File: src/rtl/mult_operand_sequencer.sv
// Multiplier front-end: button qualification, operand capture,
// start/done sequencing with timeout, and product hold for display.
module mult_operand_sequencer #(
  parameter int WIDTH      = 4,
  parameter int STABLE_CNT = 16,
  parameter int TIMEOUT    = 255
) (
  input  logic               clk,
  input  logic               rst,
  input  logic               btn_load,
  input  logic               btn_start,
  input  logic [WIDTH-1:0]   sw,
  input  logic               mult_done,
  input  logic [2*WIDTH-1:0] mult_product,
  output logic [WIDTH-1:0]   op_a,
  output logic [WIDTH-1:0]   op_b,
  output logic               mult_start,
  output logic [2*WIDTH-1:0] result,
  output logic [2:0]         state_dbg,
  output logic               err
);

  typedef enum logic [2:0] {
    IDLE  = 3'd0,
    GOT_A = 3'd1,
    GOT_B = 3'd2,
    RUN   = 3'd3,
    SHOW  = 3'd4
  } state_t;

  localparam logic [15:0] SC_MAX = 16'(STABLE_CNT - 1);
  localparam logic [15:0] TO_MAX = 16'(TIMEOUT - 1);

  // bit 0 is the load button, bit 1 the start button
  logic [1:0]  raw;
  logic [1:0]  acc;
  logic [1:0]  acc_d;
  logic [1:0]  ev;
  logic [15:0] cnt [2];
  logic        ev_load;
  logic        ev_start;

  state_t             state, state_n;
  logic [WIDTH-1:0]   op_a_n, op_b_n;
  logic [2*WIDTH-1:0] result_n;
  logic               err_n, start_n;
  logic [15:0]        tcnt, tcnt_n;

  assign raw      = {btn_start, btn_load};
  assign ev       = acc & ~acc_d;
  assign ev_load  = ev[0];
  assign ev_start = ev[1];

  // Stability filter: a new level is accepted only after it holds
  always_ff @(posedge clk or posedge rst) begin
    if (rst) begin
      acc    <= '0;
      acc_d  <= '0;
      cnt[0] <= '0;
      cnt[1] <= '0;
    end else begin
      acc_d <= acc;
      for (int i = 0; i < 2; i++) begin
        if (raw[i] != acc[i]) begin
          if (cnt[i] == SC_MAX) begin
            acc[i] <= raw[i];
            cnt[i] <= '0;
          end else begin
            cnt[i] <= cnt[i] + 16'd1;
          end
        end else begin
          cnt[i] <= '0;
        end
      end
    end
  end

  // Sequencer state and all registered outputs
  always_ff @(posedge clk or posedge rst) begin
    if (rst) begin
      state      <= IDLE;
      op_a       <= '0;
      op_b       <= '0;
      result     <= '0;
      err        <= 1'b0;
      mult_start <= 1'b0;
      tcnt       <= '0;
    end else begin
      state      <= state_n;
      op_a       <= op_a_n;
      op_b       <= op_b_n;
      result     <= result_n;
      err        <= err_n;
      mult_start <= start_n;
      tcnt       <= tcnt_n;
    end
  end

  // Next-state decode; load beats start everywhere but RUN
  always_comb begin
    state_n  = state;
    op_a_n   = op_a;
    op_b_n   = op_b;
    result_n = result;
    err_n    = err;
    start_n  = 1'b0;
    tcnt_n   = tcnt;
    unique case (state)
      IDLE: begin
        if (ev_load) begin
          op_a_n  = sw;
          state_n = GOT_A;
        end
      end
      GOT_A: begin
        if (ev_load) begin
          op_b_n  = sw;
          state_n = GOT_B;
        end
      end
      GOT_B: begin
        if (ev_load) begin
          op_a_n  = sw;
          state_n = GOT_A;
        end else if (ev_start) begin
          start_n = 1'b1;
          tcnt_n  = '0;
          state_n = RUN;
        end
      end
      RUN: begin
        if (mult_done) begin
          result_n = mult_product;
          state_n  = SHOW;
        end else if (tcnt == TO_MAX) begin
          err_n    = 1'b1;
          result_n = '0;
          state_n  = SHOW;
        end else begin
          tcnt_n = tcnt + 16'd1;
        end
      end
      SHOW: begin
        if (ev_load) begin
          err_n   = 1'b0;
          op_a_n  = sw;
          state_n = GOT_A;
        end else if (ev_start) begin
          err_n   = 1'b0;
          start_n = 1'b1;
          tcnt_n  = '0;
          state_n = RUN;
        end
      end
      default: state_n = IDLE;
    endcase
  end

  assign state_dbg = state;

endmodule

File: config.mk
export PLATFORM = sky130hd
export DESIGN_NAME = mult_operand_sequencer
export DESIGN_NICKNAME = d
export VERILOG_FILES = /design/src/rtl/mult_operand_sequencer.sv
export SDC_FILE = /design/constraint.sdc
export NUM_CORES = 1
export LEC_CHECK = 0
export CAP_MARGIN = 20
export CORE_MARGIN = 1
export CORE_UTILIZATION = 53
export DETAILED_ROUTE_END_ITERATION = 8
export DONT_BUFFER_PORTS = 1
export GPL_ROUTABILITY_DRIVEN = 0
export PLACE_DENSITY_LB_ADDON = 0.05
export SLEW_MARGIN = 20
export SYNTH_ARGS = -nofsm -noshare
export SYNTH_HDL_FRONTEND = slang
export SYNTH_SLANG_ARGS = --single-unit
File: constraint.sdc
create_clock -name clk -period 2.3 [get_ports clk]
set_input_delay 0.345 -clock clk [delete_from_list [all_inputs] [get_ports clk]]
set_output_delay 0.345 -clock clk [all_outputs]
set_load 0.02 [all_outputs]
# After elaboration in Yosys (flattened, before gate mapping)

Cells that the tools add are included.

Multiply operators: 0
Reductions and logical operators: 14
Muxes and demuxes: 26
Equality and inequality tests: 19
Divide/modulo/power cells: 0
Add/subtract/negate cells: 3
Bitwise operators: 2
Shift operators: 0
Order comparisons: 0

Operators by type and width:

| cell                                                                    | number |
|---|---|
| 16-bit two-way mux                                                      | 8 |
| 16-bit by 1-bit adder with 16-bit output (second input constant)        | 3 |
| 16-bit by 4-bit equality test with 1-bit output (second input constant) | 2 |
| 16-bit case mux with 2 select lines                                     | 1 |
| 3-bit two-way mux                                                       | 6 |
| 16-bit by 8-bit equality test with 1-bit output (second input constant) | 1 |
| 8-bit two-way mux                                                       | 2 |
| 2-bit != test (second input constant)                                   | 6 |
| 3-bit case mux with 4 select lines                                      | 1 |
| 2-bit AND reduction                                                     | 5 |
| 4-bit AND reduction                                                     | 2 |
| 1-bit two-way mux                                                       | 7 |
| 3-bit by 2-bit equality test with 1-bit output (second input constant)  | 2 |
| 3-bit != test (second input constant)                                   | 2 |
| 2-bit nonzero test                                                      | 3 |
| 5-bit AND reduction                                                     | 1 |
| 3-bit by 1-bit equality test with 1-bit output (second input constant)  | 1 |
| 3-bit equality test (second input constant)                             | 1 |
| 3-bit logical NOT                                                       | 1 |
| 3-bit by 1-bit != test with 1-bit output (second input constant)        | 1 |
| 3-bit OR reduction                                                      | 1 |
| 2-bit AND                                                               | 1 |
| 1-bit != test                                                           | 2 |
| 2-bit by 1-bit != test with 1-bit output (second input constant)        | 1 |
| 3 further kinds                                                         | 3 |

Memory bits (read-only): 0
Output and inout port bits: 21
Bits of input ports: 17
Word-level logic and storage cells: 76
Memories: 0
RAM bits: 0
Bits in latches: 0
Flip-flop bits (word level): 73

# Longest topological paths before layout

Word-level depth: 5
Depth in mapped cells: 8
Depth with buffers taken out: 6

# Worst setup path after synthesis

Ideal clock, no wire load.

Kind: reg2reg
Start: reg tcnt[0]
End: reg tcnt[14]
Clock period less this slack: 1.743 ns
Data arrival time: 1.656 ns
Slack: 0.557 ns
Buffers on the path: 1
Cell stages (with the launch flop): 8
Library setup time: 0.087 ns
Data required time: 2.213 ns
Cells stage by stage: dfrtp_1 -> inv_1 -> ha_1 -> and4b_1 -> and4_1 -> buf_2 -> or4_1 -> o211ai_1

Word-level cells in the longest chain between the ends: 4
Elaborated cells on any way between the ends: 7
Those cells by class: 1 x add/sub; 2 x eq/ne; 3 x mux; 1 x reduce/logical

Ends and longest elaborated chain:

| what                                     | line | source |
|---|---|---|
| start, declared                          | 47   | `logic [15:0] tcnt, tcnt_n;` |
| start signal, assigned                   | 95   | `tcnt <= tcnt_n;` |
| 16-bit by 1-bit adder with 16-bit output | 140  | `tcnt_n = tcnt + 16'd1;` |
| 16-bit two-way mux                       | 135  | `end else if (tcnt == TO_MAX) begin` |
| 16-bit two-way mux                       | 132  | `if (mult_done) begin` |
| 16-bit case mux with 2 select lines      | 108  | `unique case (state)` |

Several ways; a longest one is shown, not always the timed one. The select of a mux whose other input is x is not followed.
A chain may end at the register's enable or synchronous reset.

# Final worst setup path

Start: reg state[1] (netlist: state_dbg[1])
End: reg tcnt[8]

Word-level cells in the longest chain between the ends: 4
Elaborated cells on any way between the ends: 11
Those cells by class: 7 x eq/ne; 1 x mux; 3 x reduce/logical

Ends and longest elaborated chain:

| what                                                                                  | line | source |
|---|---|---|
| start, declared                                                                       | 43   | `state_t state, state_n;` |
| start signal, assigned                                                                | 89   | `state <= state_n;` |
| 3-bit equality test or 3-bit by 2-bit equality test with 1-bit output (tied branches) | 108  |  |
| 2-bit OR reduction (no line)                                                          | n/a  |  |
| 2-bit by 1-bit != test with 1-bit output (no line) (tied with other cells)            | n/a  |  |
| 5-bit AND reduction (no line)                                                         | n/a  |  |

Several ways; a longest one is shown, not always the timed one.

==> reports/metrics.cfg <==
[timing]
fmax_mhz=529
slew_headroom_pct=54.4
period_minus_slack_ps=1890
timing.final.crit_share_pct=82.2
fin_skew_ps=10.0
rsz0062_at_grt=false
worstMarginPinSlew_ps=677
setup_tns_ps=0
setup_viol=0
hold_viol=0
final-max-slew-violation-count=0

[global_route]
grt_use_total_pct=21.9
grt_max_degree=53
antenna_found_initial=0
overflow=0
grt_pass1_wl_mm=12.2
grt_pass1_vias=2598

[setup_path]
cp.arrival_ps=2110
critPathTopFamily=flip-flops
crit_chain=xnor2_1, or4_4, o21ai_2, buf_4, o221ai_1
cp_max_fo=12
critPathLaunchType=register
worst_ep_required_time_ps=2520
crit_type=reg2reg
crit_path_end_kind=register
max_stage_delay_ps=590
cp_num_buf_inv=1
cpMaxStageDelayCell=dfrtp_1

[outcome]
status=finished, violations left
violations=DRC

[synthesis]
synthMuxAreaShare_pct=3.17
syn-num-nets=365
ys_types=49
netlist_area_um2=3550
synth.avg_cell_area_um2=10.3
synth_top_family_by_area=simple AND/OR/NAND/NOR gates
synth-seq-cells=73
synth_seq_area_share_pct=51.4
yosys.area_share.simple_pct=22.5
synth_edf_count=0
synth-xor-area-share_pct=6.90
synth-compound-area-share_pct=12.2
synthArstFlopShare_pct=100
synthAdderAreaFrac_pct=1.41
synth_top_flop_cell=dfrtp_1
ys_warn_count=0
syn_inst=344

[power]
p_leak_nw=1.61
power_density_nw_per_um2=934
power_mw=3.67
peakVddDrop_mv=0.520

[floorplan]
start_util_pct=55.3
fp.dieArea_um2=7030
core_area_um2=6420
die_height_um=83.9
ios=38
die_x_um=83.9
num_rows=29

[clocking]
htree_levels=3
clock_latency_ps=350
clockBufferDepth=2
cts_buffers=9
cts_tree=yes
clk_pin_slew_ps=80
clockRootBuffer=clkbuf_8
cts.sinks=73

[routing]
drtIter0Drc=165
routed_via_density=6.08
dr.pass1.iters=7
drt_wl_total_mm=7.10
routedWlPerCell_um=16.3
drtAntennaViolNets=0
drcViolationCount=8
via_count=2659

[placement]
hpwl_mm=4.80
port_buffers=0
post-place-cells=420

[final_layout]
area_growth_pct=10.7
final_nets=376
stdcell_count=437
drive_above_1_share_pct=12.2
num_antenna_cells=0

[worst_hold_path]
min_path_type=in2reg

[job]
maxCapViolCount=0

[worst paths after layout]
kind,from,endpoint,slack [ps],depth (start not counted)
setup / recovery,state_dbg[1],tcnt[8],410,5
max in group asynchronous,rst,mult_start,1200,3
hold reg to reg,acc[0],acc_d[0],450,0
setup reg to reg,state_dbg[1],tcnt[8],410,5
min in group asynchronous,rst,cnt[31],470,2
hold / removal,mult_product[0],result[0],130,1
[flip-flops by register name, summed over array words and instances (netlist names)]
| signal | count |
|---|---|
| cnt | 32 |
| tcnt | 16 |
| result | 8 |
| op_a | 4 |
| op_b | 4 |
| state_dbg | 3 |
| acc | 2 |
| acc_d | 2 |
| err | 1 |
| mult_start | 1 |
[placed cells by master (no fill, tap or decap), types with 2 or more instances in the layout]
master and count:
a21oi_1 5, a22o_1 8, a31oi_1 13, a41oi_1 2, and2_1 2, and3_1 7
and4_1 6, buf_4 7, bufinv_16 3, clkbuf_8 9, dfrtp_1 73, ha_1 4
inv_1 11, mux2_2 10, nand2_1 20, nand2b_1 3, nand3_1 14, nand4_1 15
nor2_1 39, nor2b_1 4, nor3_1 8, nor4_1 15, o211ai_1 4, o21ai_0 11
o21bai_1 2, o221ai_1 3, o31ai_1 3, or2_2 3, or4_1 4, xnor2_1 18
xor2_1 10
[power by group]
group / internal [mW] / switching (mW) / total (mW)
Combinational: 0.270 / 0.336 / 0.605
Sequential: 1.49 / 0.361 / 1.85
Clock: 0.726 / 0.491 / 1.22
Total: 2.48 / 1.19 / 3.67
[per-layer routing]
metal	track usage (%)	routed length (um)	up-vias
li1	-	-	1297
met3	4.55	336	11
met1	28.6	3360	1290
met5	0	0	-
met2	35.1	3300	61
met4	10.2	106	0
[cell usage after synthesis, drive strengths merged, types with 6 or more instances]
library cell  number  area (um^2)
dfrtp             73         1830
nor2              39          146
nand2             20         75.1
xnor2             18          158
nand3             15         87.6
nand4             15         93.8
nor4              15         93.8
a31oi             13         81.3
inv               12         45.0
o21ai             12         63.8
mux2              10          113
xor2              10         87.6
a22o               8         70.1
nor3               8         40.0
and3               7         43.8
and4               6         52.6
[per-stage QoR]
stage	hold WS, ps	utilization [%]	setup WS (ps)	cell area, um^2
CTS	116	61.3	404	3930
detailed placement	279	57.3	431	3680
global placement	274	57.3	477	3680
floorplan	399	-	102	3550
finish	130	61.3	411	3930
global route	123	61.3	231	3930
[layout make-up]
class,instances,area (um^2)
repair buffers,9,82.6
clock inverters,6,115
multi-input cells,250,1640
inverters,12,45.0
clock buffers,10,128
flip-flops and latches,73,1830
well taps,77,96.3
fillers,533,2490
[cells by family after synthesis]
logic type / after synthesis
simple gates: 148
mux: 10
fa+ha+maj: 4
xor+xnor: 28
flops: 73
compound gates: 60
buf+inv: 21
[timing repair]
item | in CTS | in global routing
setup buffers | 0 | 0
hold buffers | 1 | 0
gates resized for setup | 0 | 0
hold endpoints to repair | 21 | 0
No activity file was read; power rests on OpenSTA's default activity.
